$ cat src/rtl/contador_minutos_horas_pkg.sv
// Shared clock-stage package: FSM state type, digit limits and a BCD helper.
// Used by contador_minutos_horas (optional 12-hour build via FORMATO_12H_EN).
package relogio_pkg;

  typedef enum logic [0:0] {
    CONTANDO = 1'b0,
    AJUSTE   = 1'b1
  } estado_ajuste_t;

  localparam int MIN_DEZENA_MAX = 5;
  localparam int HORA_MAX_24    = 23;
  localparam int HORA_MAX_12    = 12;
  localparam int MIN_MAX        = MIN_DEZENA_MAX * 10 + 9;

  function automatic logic [7:0] bcd8(input int v);
    logic [3:0] t;
    logic [3:0] u;
    t = 4'(v / 10);
    u = 4'(v % 10);
    return {t, u};
  endfunction

endpackage

$ cat src/rtl/contador_minutos_horas_if.sv
// Control/display bundle between the minutes/hours stage and its environment.
// The pm signal exists only when FORMATO_12H_EN is defined.
interface contador_minutos_horas_if;
  logic       enable;
  logic       modo_ajuste;
  logic       inc_min;
  logic       inc_hora;
  logic [3:0] min_unidade;
  logic [2:0] min_dezena;
  logic [3:0] hora_unidade;
  logic [1:0] hora_dezena;
  logic       carry_dia;
  logic       ajustando;
`ifdef FORMATO_12H_EN
  logic       pm;

  modport master (
    output enable, modo_ajuste, inc_min, inc_hora,
    input  min_unidade, min_dezena, hora_unidade, hora_dezena,
    input  carry_dia, ajustando, pm
  );
  modport slave (
    input  enable, modo_ajuste, inc_min, inc_hora,
    output min_unidade, min_dezena, hora_unidade, hora_dezena,
    output carry_dia, ajustando, pm
  );
`else
  modport master (
    output enable, modo_ajuste, inc_min, inc_hora,
    input  min_unidade, min_dezena, hora_unidade, hora_dezena,
    input  carry_dia, ajustando
  );
  modport slave (
    input  enable, modo_ajuste, inc_min, inc_hora,
    output min_unidade, min_dezena, hora_unidade, hora_dezena,
    output carry_dia, ajustando
  );
`endif
endinterface

$ cat src/rtl/contador_minutos_horas_bcd_par.sv
// Two-digit BCD counter: steps on inc, wraps from limit back to LOW.
// wrap flags a limit crossing only while carry_en is high.
module contador_bcd_par #(
  parameter int         TW      = 3,
  parameter logic [7:0] LOW     = 8'h00,
  parameter logic [7:0] RST_VAL = 8'h00
) (
  input  logic          clk,
  input  logic          rst,
  input  logic          inc,
  input  logic          carry_en,
  input  logic [7:0]    limit,
  output logic [3:0]    units,
  output logic [TW-1:0] tens,
  output logic          wrap
);
  logic [3:0]    r_units;
  logic [TW-1:0] r_tens;
  logic          w_at_limit;

  assign w_at_limit = ({{(4-TW){1'b0}}, r_tens} == limit[7:4]) && (r_units == limit[3:0]);
  assign wrap       = inc & carry_en & w_at_limit;
  assign units      = r_units;
  assign tens       = r_tens;

  always_ff @(posedge clk) begin
    if (rst) begin
      r_units <= RST_VAL[3:0];
      r_tens  <= RST_VAL[TW+3:4];
    end else if (inc) begin
      if (w_at_limit) begin
        r_units <= LOW[3:0];
        r_tens  <= LOW[TW+3:4];
      end else if (r_units == 4'd9) begin
        r_units <= 4'd0;
        r_tens  <= r_tens + TW'(1);
      end else begin
        r_units <= r_units + 4'd1;
      end
    end
  end

endmodule

$ cat src/rtl/contador_minutos_horas.sv
// Minutes/hours stage: counts seconds carries, set mode, day-rollover pulse.
// Define FORMATO_12H_EN for 12-hour display (12,01..11) with a pm flag.
module contador_minutos_horas
  import relogio_pkg::*;
(
  input  logic clk,
  input  logic rst,
  contador_minutos_horas_if.slave bus
);
  estado_ajuste_t r_estado;
  logic           r_carry_dia;
  logic           w_contando;
  logic           w_inc_min;
  logic           w_inc_hora;
  logic           w_min_wrap;
  logic           w_hora_wrap;
  logic           w_carry_dia;
  logic [3:0]     w_hora_u;
  logic [1:0]     w_hora_t;

  assign w_contando = (r_estado == CONTANDO);
  // Count mode takes the seconds carry, set mode takes the buttons.
  assign w_inc_min  = w_contando ? bus.enable : bus.inc_min;
  assign w_inc_hora = w_min_wrap | (~w_contando & bus.inc_hora);

  always_ff @(posedge clk) begin
    if (rst) begin
      r_estado    <= CONTANDO;
      r_carry_dia <= 1'b0;
    end else begin
      r_estado    <= bus.modo_ajuste ? AJUSTE : CONTANDO;
      r_carry_dia <= w_carry_dia;
    end
  end

  contador_bcd_par #(.TW(3), .LOW(8'h00), .RST_VAL(8'h00)) u_min (
    .clk(clk), .rst(rst), .inc(w_inc_min), .carry_en(w_contando),
    .limit(bcd8(MIN_MAX)), .units(bus.min_unidade), .tens(bus.min_dezena),
    .wrap(w_min_wrap)
  );

`ifdef FORMATO_12H_EN
  logic r_pm;
  logic w_hora_onze;

  assign w_hora_onze = (w_hora_t == 2'd1) && (w_hora_u == 4'd1);
  // 11 -> 12 is where the half-day flips; the 11 PM carry ends the day.
  assign w_carry_dia = w_min_wrap & w_hora_onze & r_pm;

  always_ff @(posedge clk) begin
    if (rst) begin
      r_pm <= 1'b0;
    end else if (w_inc_hora && w_hora_onze) begin
      r_pm <= ~r_pm;
    end else begin
      r_pm <= r_pm;
    end
  end

  assign bus.pm = r_pm;

  contador_bcd_par #(.TW(2), .LOW(8'h01), .RST_VAL(8'h12)) u_hora (
    .clk(clk), .rst(rst), .inc(w_inc_hora), .carry_en(1'b0),
    .limit(bcd8(HORA_MAX_12)), .units(w_hora_u), .tens(w_hora_t),
    .wrap(w_hora_wrap)
  );
`else
  assign w_carry_dia = w_hora_wrap;

  contador_bcd_par #(.TW(2), .LOW(8'h00), .RST_VAL(8'h00)) u_hora (
    .clk(clk), .rst(rst), .inc(w_inc_hora), .carry_en(w_contando),
    .limit(bcd8(HORA_MAX_24)), .units(w_hora_u), .tens(w_hora_t),
    .wrap(w_hora_wrap)
  );
`endif

  assign bus.hora_unidade = w_hora_u;
  assign bus.hora_dezena  = w_hora_t;
  assign bus.carry_dia    = r_carry_dia;
  assign bus.ajustando    = (r_estado == AJUSTE);

endmodule
$ cat src/flat_wrapper.sv
// flat-port wrapper written by rule: the top's interface ports become plain ports
module contador_minutos_horas_flat import relogio_pkg::*;
  (clk, rst, bus_enable, bus_modo_ajuste, bus_inc_min, bus_inc_hora, bus_min_unidade, bus_min_dezena, bus_hora_unidade, bus_hora_dezena, bus_carry_dia, bus_ajustando);
  contador_minutos_horas_if bus_i ();
  input  logic clk;
  input  logic rst;
  input wire logic [$bits(bus_i.enable)-1:0] bus_enable;
  input wire logic [$bits(bus_i.modo_ajuste)-1:0] bus_modo_ajuste;
  input wire logic [$bits(bus_i.inc_min)-1:0] bus_inc_min;
  input wire logic [$bits(bus_i.inc_hora)-1:0] bus_inc_hora;
  output wire logic [$bits(bus_i.min_unidade)-1:0] bus_min_unidade;
  output wire logic [$bits(bus_i.min_dezena)-1:0] bus_min_dezena;
  output wire logic [$bits(bus_i.hora_unidade)-1:0] bus_hora_unidade;
  output wire logic [$bits(bus_i.hora_dezena)-1:0] bus_hora_dezena;
  output wire logic [$bits(bus_i.carry_dia)-1:0] bus_carry_dia;
  output wire logic [$bits(bus_i.ajustando)-1:0] bus_ajustando;
  assign bus_i.enable = bus_enable;
  assign bus_i.modo_ajuste = bus_modo_ajuste;
  assign bus_i.inc_min = bus_inc_min;
  assign bus_i.inc_hora = bus_inc_hora;
  assign bus_min_unidade = bus_i.min_unidade;
  assign bus_min_dezena = bus_i.min_dezena;
  assign bus_hora_unidade = bus_i.hora_unidade;
  assign bus_hora_dezena = bus_i.hora_dezena;
  assign bus_carry_dia = bus_i.carry_dia;
  assign bus_ajustando = bus_i.ajustando;
  contador_minutos_horas u_core (.clk(clk), .rst(rst), .bus(bus_i));
endmodule
$ cat config.mk
export PLATFORM = sky130hd
export DESIGN_NAME = contador_minutos_horas_flat
export DESIGN_NICKNAME = d
export VERILOG_FILES = /design/src/rtl/contador_minutos_horas_pkg.sv /design/src/rtl/contador_minutos_horas_if.sv /design/src/rtl/contador_minutos_horas_bcd_par.sv /design/src/rtl/contador_minutos_horas.sv /design/src/flat_wrapper.sv
export SDC_FILE = /design/constraint.sdc
export NUM_CORES = 1
export LEC_CHECK = 0
export BUFFER_PORTS_ARGS = -buffer_cell sky130_fd_sc_hd__clkbuf_2
export CORE_MARGIN = 1
export CORE_UTILIZATION = 35
export CTS_BUF_LIST = sky130_fd_sc_hd__clkbuf_2
export CTS_CLUSTER_DIAMETER = 30
export CTS_CLUSTER_SIZE = 12
export DETAILED_ROUTE_END_ITERATION = 12
export MAX_ROUTING_LAYER = met4
export SLEW_MARGIN = 0
export SYNTH_ARGS = -nofsm -noshare
export SYNTH_HDL_FRONTEND = slang
export SYNTH_SLANG_ARGS = --single-unit
$ cat constraint.sdc
create_clock -name clk -period 4.14 [get_ports clk]
set_input_delay 0.828 -clock clk [delete_from_list [all_inputs] [get_ports clk]]
set_output_delay 0.828 -clock clk [all_outputs]
set_load 0.005 [all_outputs]
==> metrics.md <==
| Metric | Value |
|---|---|
| Status | `completed` |
| Combinational Power Share | `9.8%` |
| Post-CTS Setup Inserts | `0` |
| Largest net degree at the start of global routing | `17` |
| Post-Syn Area | `815 sq um` |
| Mapped Avg Cell Area | `9.05 sq um` |
| Antenna fix cells | `0` |
| Post-Synthesis Cells | `90` |
| RD Place Congestion | `0.752` |
| Hold Crit Class | `reg -> reg` |
| Initial drt markers | `10` |
| Die Y | `50.2 um` |
| CTS tree | `built` |
| Final ANT Viol Nets | `0` |
| Top_reg_cell synth | `dfxtp_1` |
| Synth area leaders | `dfxtp_1, ha_1, a21oi_1, o21ai_0, nor3_1` |
| Fill cells | `245` |
| Clock slew at reported path FFs | `160 ps` |
| Setup ws final | `2340 ps` |
| Net count, final | `125` |
| I/O pin count | `21` |
| CTS sink count | `15` |
| Core area | `2210 sq um` |
| Register bit total from synthesis | `15` |
| Port Buffers | `20` |
| Die area | `2520 sq um` |
| Final period util | `43.4%` |
| Skew-Pair Late Insertion Delay | `280 ps` |
| Internal power | `0.181 mW` |
| Worst path max stage delay | `510 ps` |
| Routed wire length | `1640 um` |
| Mapped Nets | `102` |
| Hold buffers post-CTS | `0` |
| Max Slew Vio Count | `0` |
| RSZ-0062 raised after global routing | `false` |
| CP Max Fanout | `6` |
| Avg Vias per Cell | `5.23` |
| Setup WS pre-CTS | `2100 ps` |
| Crit path DAT | `970 ps` |
| Post-CTS Resized | `0` |
| Routed WL per cell | `11.7 um` |
| Largest delay share family, worst path | `flip-flops` |
| TritonRoute pass-1 iters | `4` |
| Worst-Margin Slew | `790 ps` |
| Maximum clock rate | `0.557 GHz` |
| Sequential-to-total area share from yosys stat | `36.9%` |
| Vias in the first global route | `664` |
| Type of origin of the critical path | `flop` |
| Via count | `732` |
| Yosys Warn Count | `0` |
| Starting density of the core | `36.8%` |
| Post-synth top area cell | `dfxtp_1` |
| Slew headroom | `45.8%` |
| GRT Resource Usage Total | `15.0%` |
| EDFF count, synth | `0` |
| Critical path buffer and inverter count | `1` |
| Post-DP HPWL | `1250 um` |
| Synth unique cells | `31` |
| Power per cell area | `257 nW/um^2` |
| Worst VDD drop | `126 uV` |
| Setup TNS | `0 ps` |
| Gr ovfl total | `0` |
| DRC Markers | `0` |
| Share of cells above drive strength 1 | `27.7%` |
| # rows | `17` |
| Die W | `50.2 um` |
| Initial antenna violation count | `0` |
| Leakage Power | `0.423 nW` |
| Switch Pwr | `0.0668 mW` |
| Top-area cell type share of the netlist area | `36.9%` |
| Fin crit period | `1800 ps` |
| H-tree Lvls | `1` |
| CP Class | `reg -> out` |
| Layout Area Growth over Synthesis | `18.1%` |
| Critical Path Slowest Stage Cell | `dfxtp_1` |
| Clock skew | `12.9 ps` |
| Async S/R FF share, synth | `0%` |
| Sw Ratio | `27.0%` |
| Final Setup Violations | `0` |
| Count leader, synth | `dfxtp_1` |
| Clock root cell | `clkbuf_2` |
| Max Cap Viol | `0` |
| Worst path required time | `3310 ps` |
| Crit end category | `output port` |
| CP Cell Sequence | `clkbuf_2` |
| Cts bufs inserted | `3` |
| Clock power frac | `28.5%` |
| Flop pwr share | `61.7%` |
| Fin util | `43.5%` |
| Top post-synthesis cells by count | `dfxtp_1, a21oi_1` |
| First-pass GRT wire length | `2860 um` |
| Final Hold Viols | `0` |
| Clock tree buffer depth | `2` |
## area by class of cell
class | count | area, sq um | share of cell area [%]
clock inverters | 1 | 5.00 | 0.520
repair buffers | 20 | 100 | 10.4
inverters | 6 | 22.5 | 2.34
flip-flops and latches | 15 | 300 | 31.2
multi-input cells | 67 | 484 | 50.3
well taps | 28 | 35.0 | 3.64
clock buffers | 3 | 15.0 | 1.56
## layer usage
layer / vias to the layer above / part of all wire [%] / GRT usage [%]
met5: - / 0 / -
met4: 0 / 0.85 / 5.71
met3: 2 / 2.3 / 1.82
met2: 10 / 50 / 25.3
met1: 346 / 46 / 18.1
li1: 374 / - / -
## path summary, 6_finish.rpt
check / from / cells after the start / to / slack (ps)
max: u_core.u_hora.units[2] / 1 / bus_hora_unidade[2] / 2340
min: u_core.u_hora.tens[1] / 2 / u_core.u_hora.tens[1] / 520
max reg2reg: u_core.u_min.tens[0] / 5 / u_core.u_hora.units[3] / 2370
min reg2reg: u_core.u_hora.tens[1] / 2 / u_core.u_hora.tens[1] / 520
## state kept, by name, summed over array words and instances, names as in the netlist
signal and cells:
u_core.bus.ajustando 1, u_core.u_hora.units 4, u_core.u_min.units 4, u_core.bus.carry_dia 1
u_core.u_hora.tens 2, u_core.u_min.tens 3
## logic make-up (layout without fill, tap and decap cells)
group	Yosys count	in the layout	synth area share, %
AND/OR/NAND/NOR	34	34	27.5
AO/OA/AOI/OAI	23	23	18.1
flip-flops	15	15	36.9
buffers and inverters	8	30	3.69
adder cells (fa/ha/maj)	6	6	9.22
XOR/XNOR	2	2	2.15
multiplexers	2	2	2.46
## layout by cell type (no fill, tap or decap)
master     instances
nor2b_1            2
o31ai_1            1
mux2i_1            2
a21o_2             1
xnor2_1            2
nand2_1            5
ha_1               6
and3b_2            1
nor4b_1            1
or4_1              1
nand4b_1           1
a21oi_1           11
a2111oi_1          1
nor3_1             5
a211oi_2           1
o21a_4             1
nor4_1             1
clkbuf_2          23
dfxtp_1           15
clkinv_2           1
nand3_1            3
nand3b_1           1
o21ai_0            6
nor3_4             1
or3_1              2
nor2_1             6
inv_1              6
nor3b_1            1
o2bb2ai_1          1
nand3b_4           1
nand4b_2           1
nor4bb_1           1
## power groups by stage
stage | combinational (mW) | sequential, mW | clock (mW)
3_5_place_dp | 0.0246 | 0.156 | 0
4_1_cts | 0.0248 | 0.153 | 0.0733
3_3_place_gp | 0.0242 | 0.156 | 0
6_report | 0.0244 | 0.153 | 0.0706
2_1_floorplan | 0.0154 | 0.156 | 0
5_1_grt | 0.0280 | 0.154 | 0.0804
## through the flow
stage,area (sq um),std cells,hold WS [ps],power [mW]
5_1_grt,962,140,559,0.262
6_report,962,140,523,0.248
3_5_place_dp,942,136,504,0.181
2_1_floorplan,815,90,479,0.171
4_1_cts,962,140,525,0.251
3_3_place_gp,942,136,490,0.180
## worst register-to-register path, delay by kind of cell, from the launching register on
kind | cells | cell delay, ps
compound gates | 2 | 470
simple gates | 2 | 530
fa+ha+maj | 1 | 260
flops | 1 | 440
Note: power is estimated with default switching activity, not from simulation.
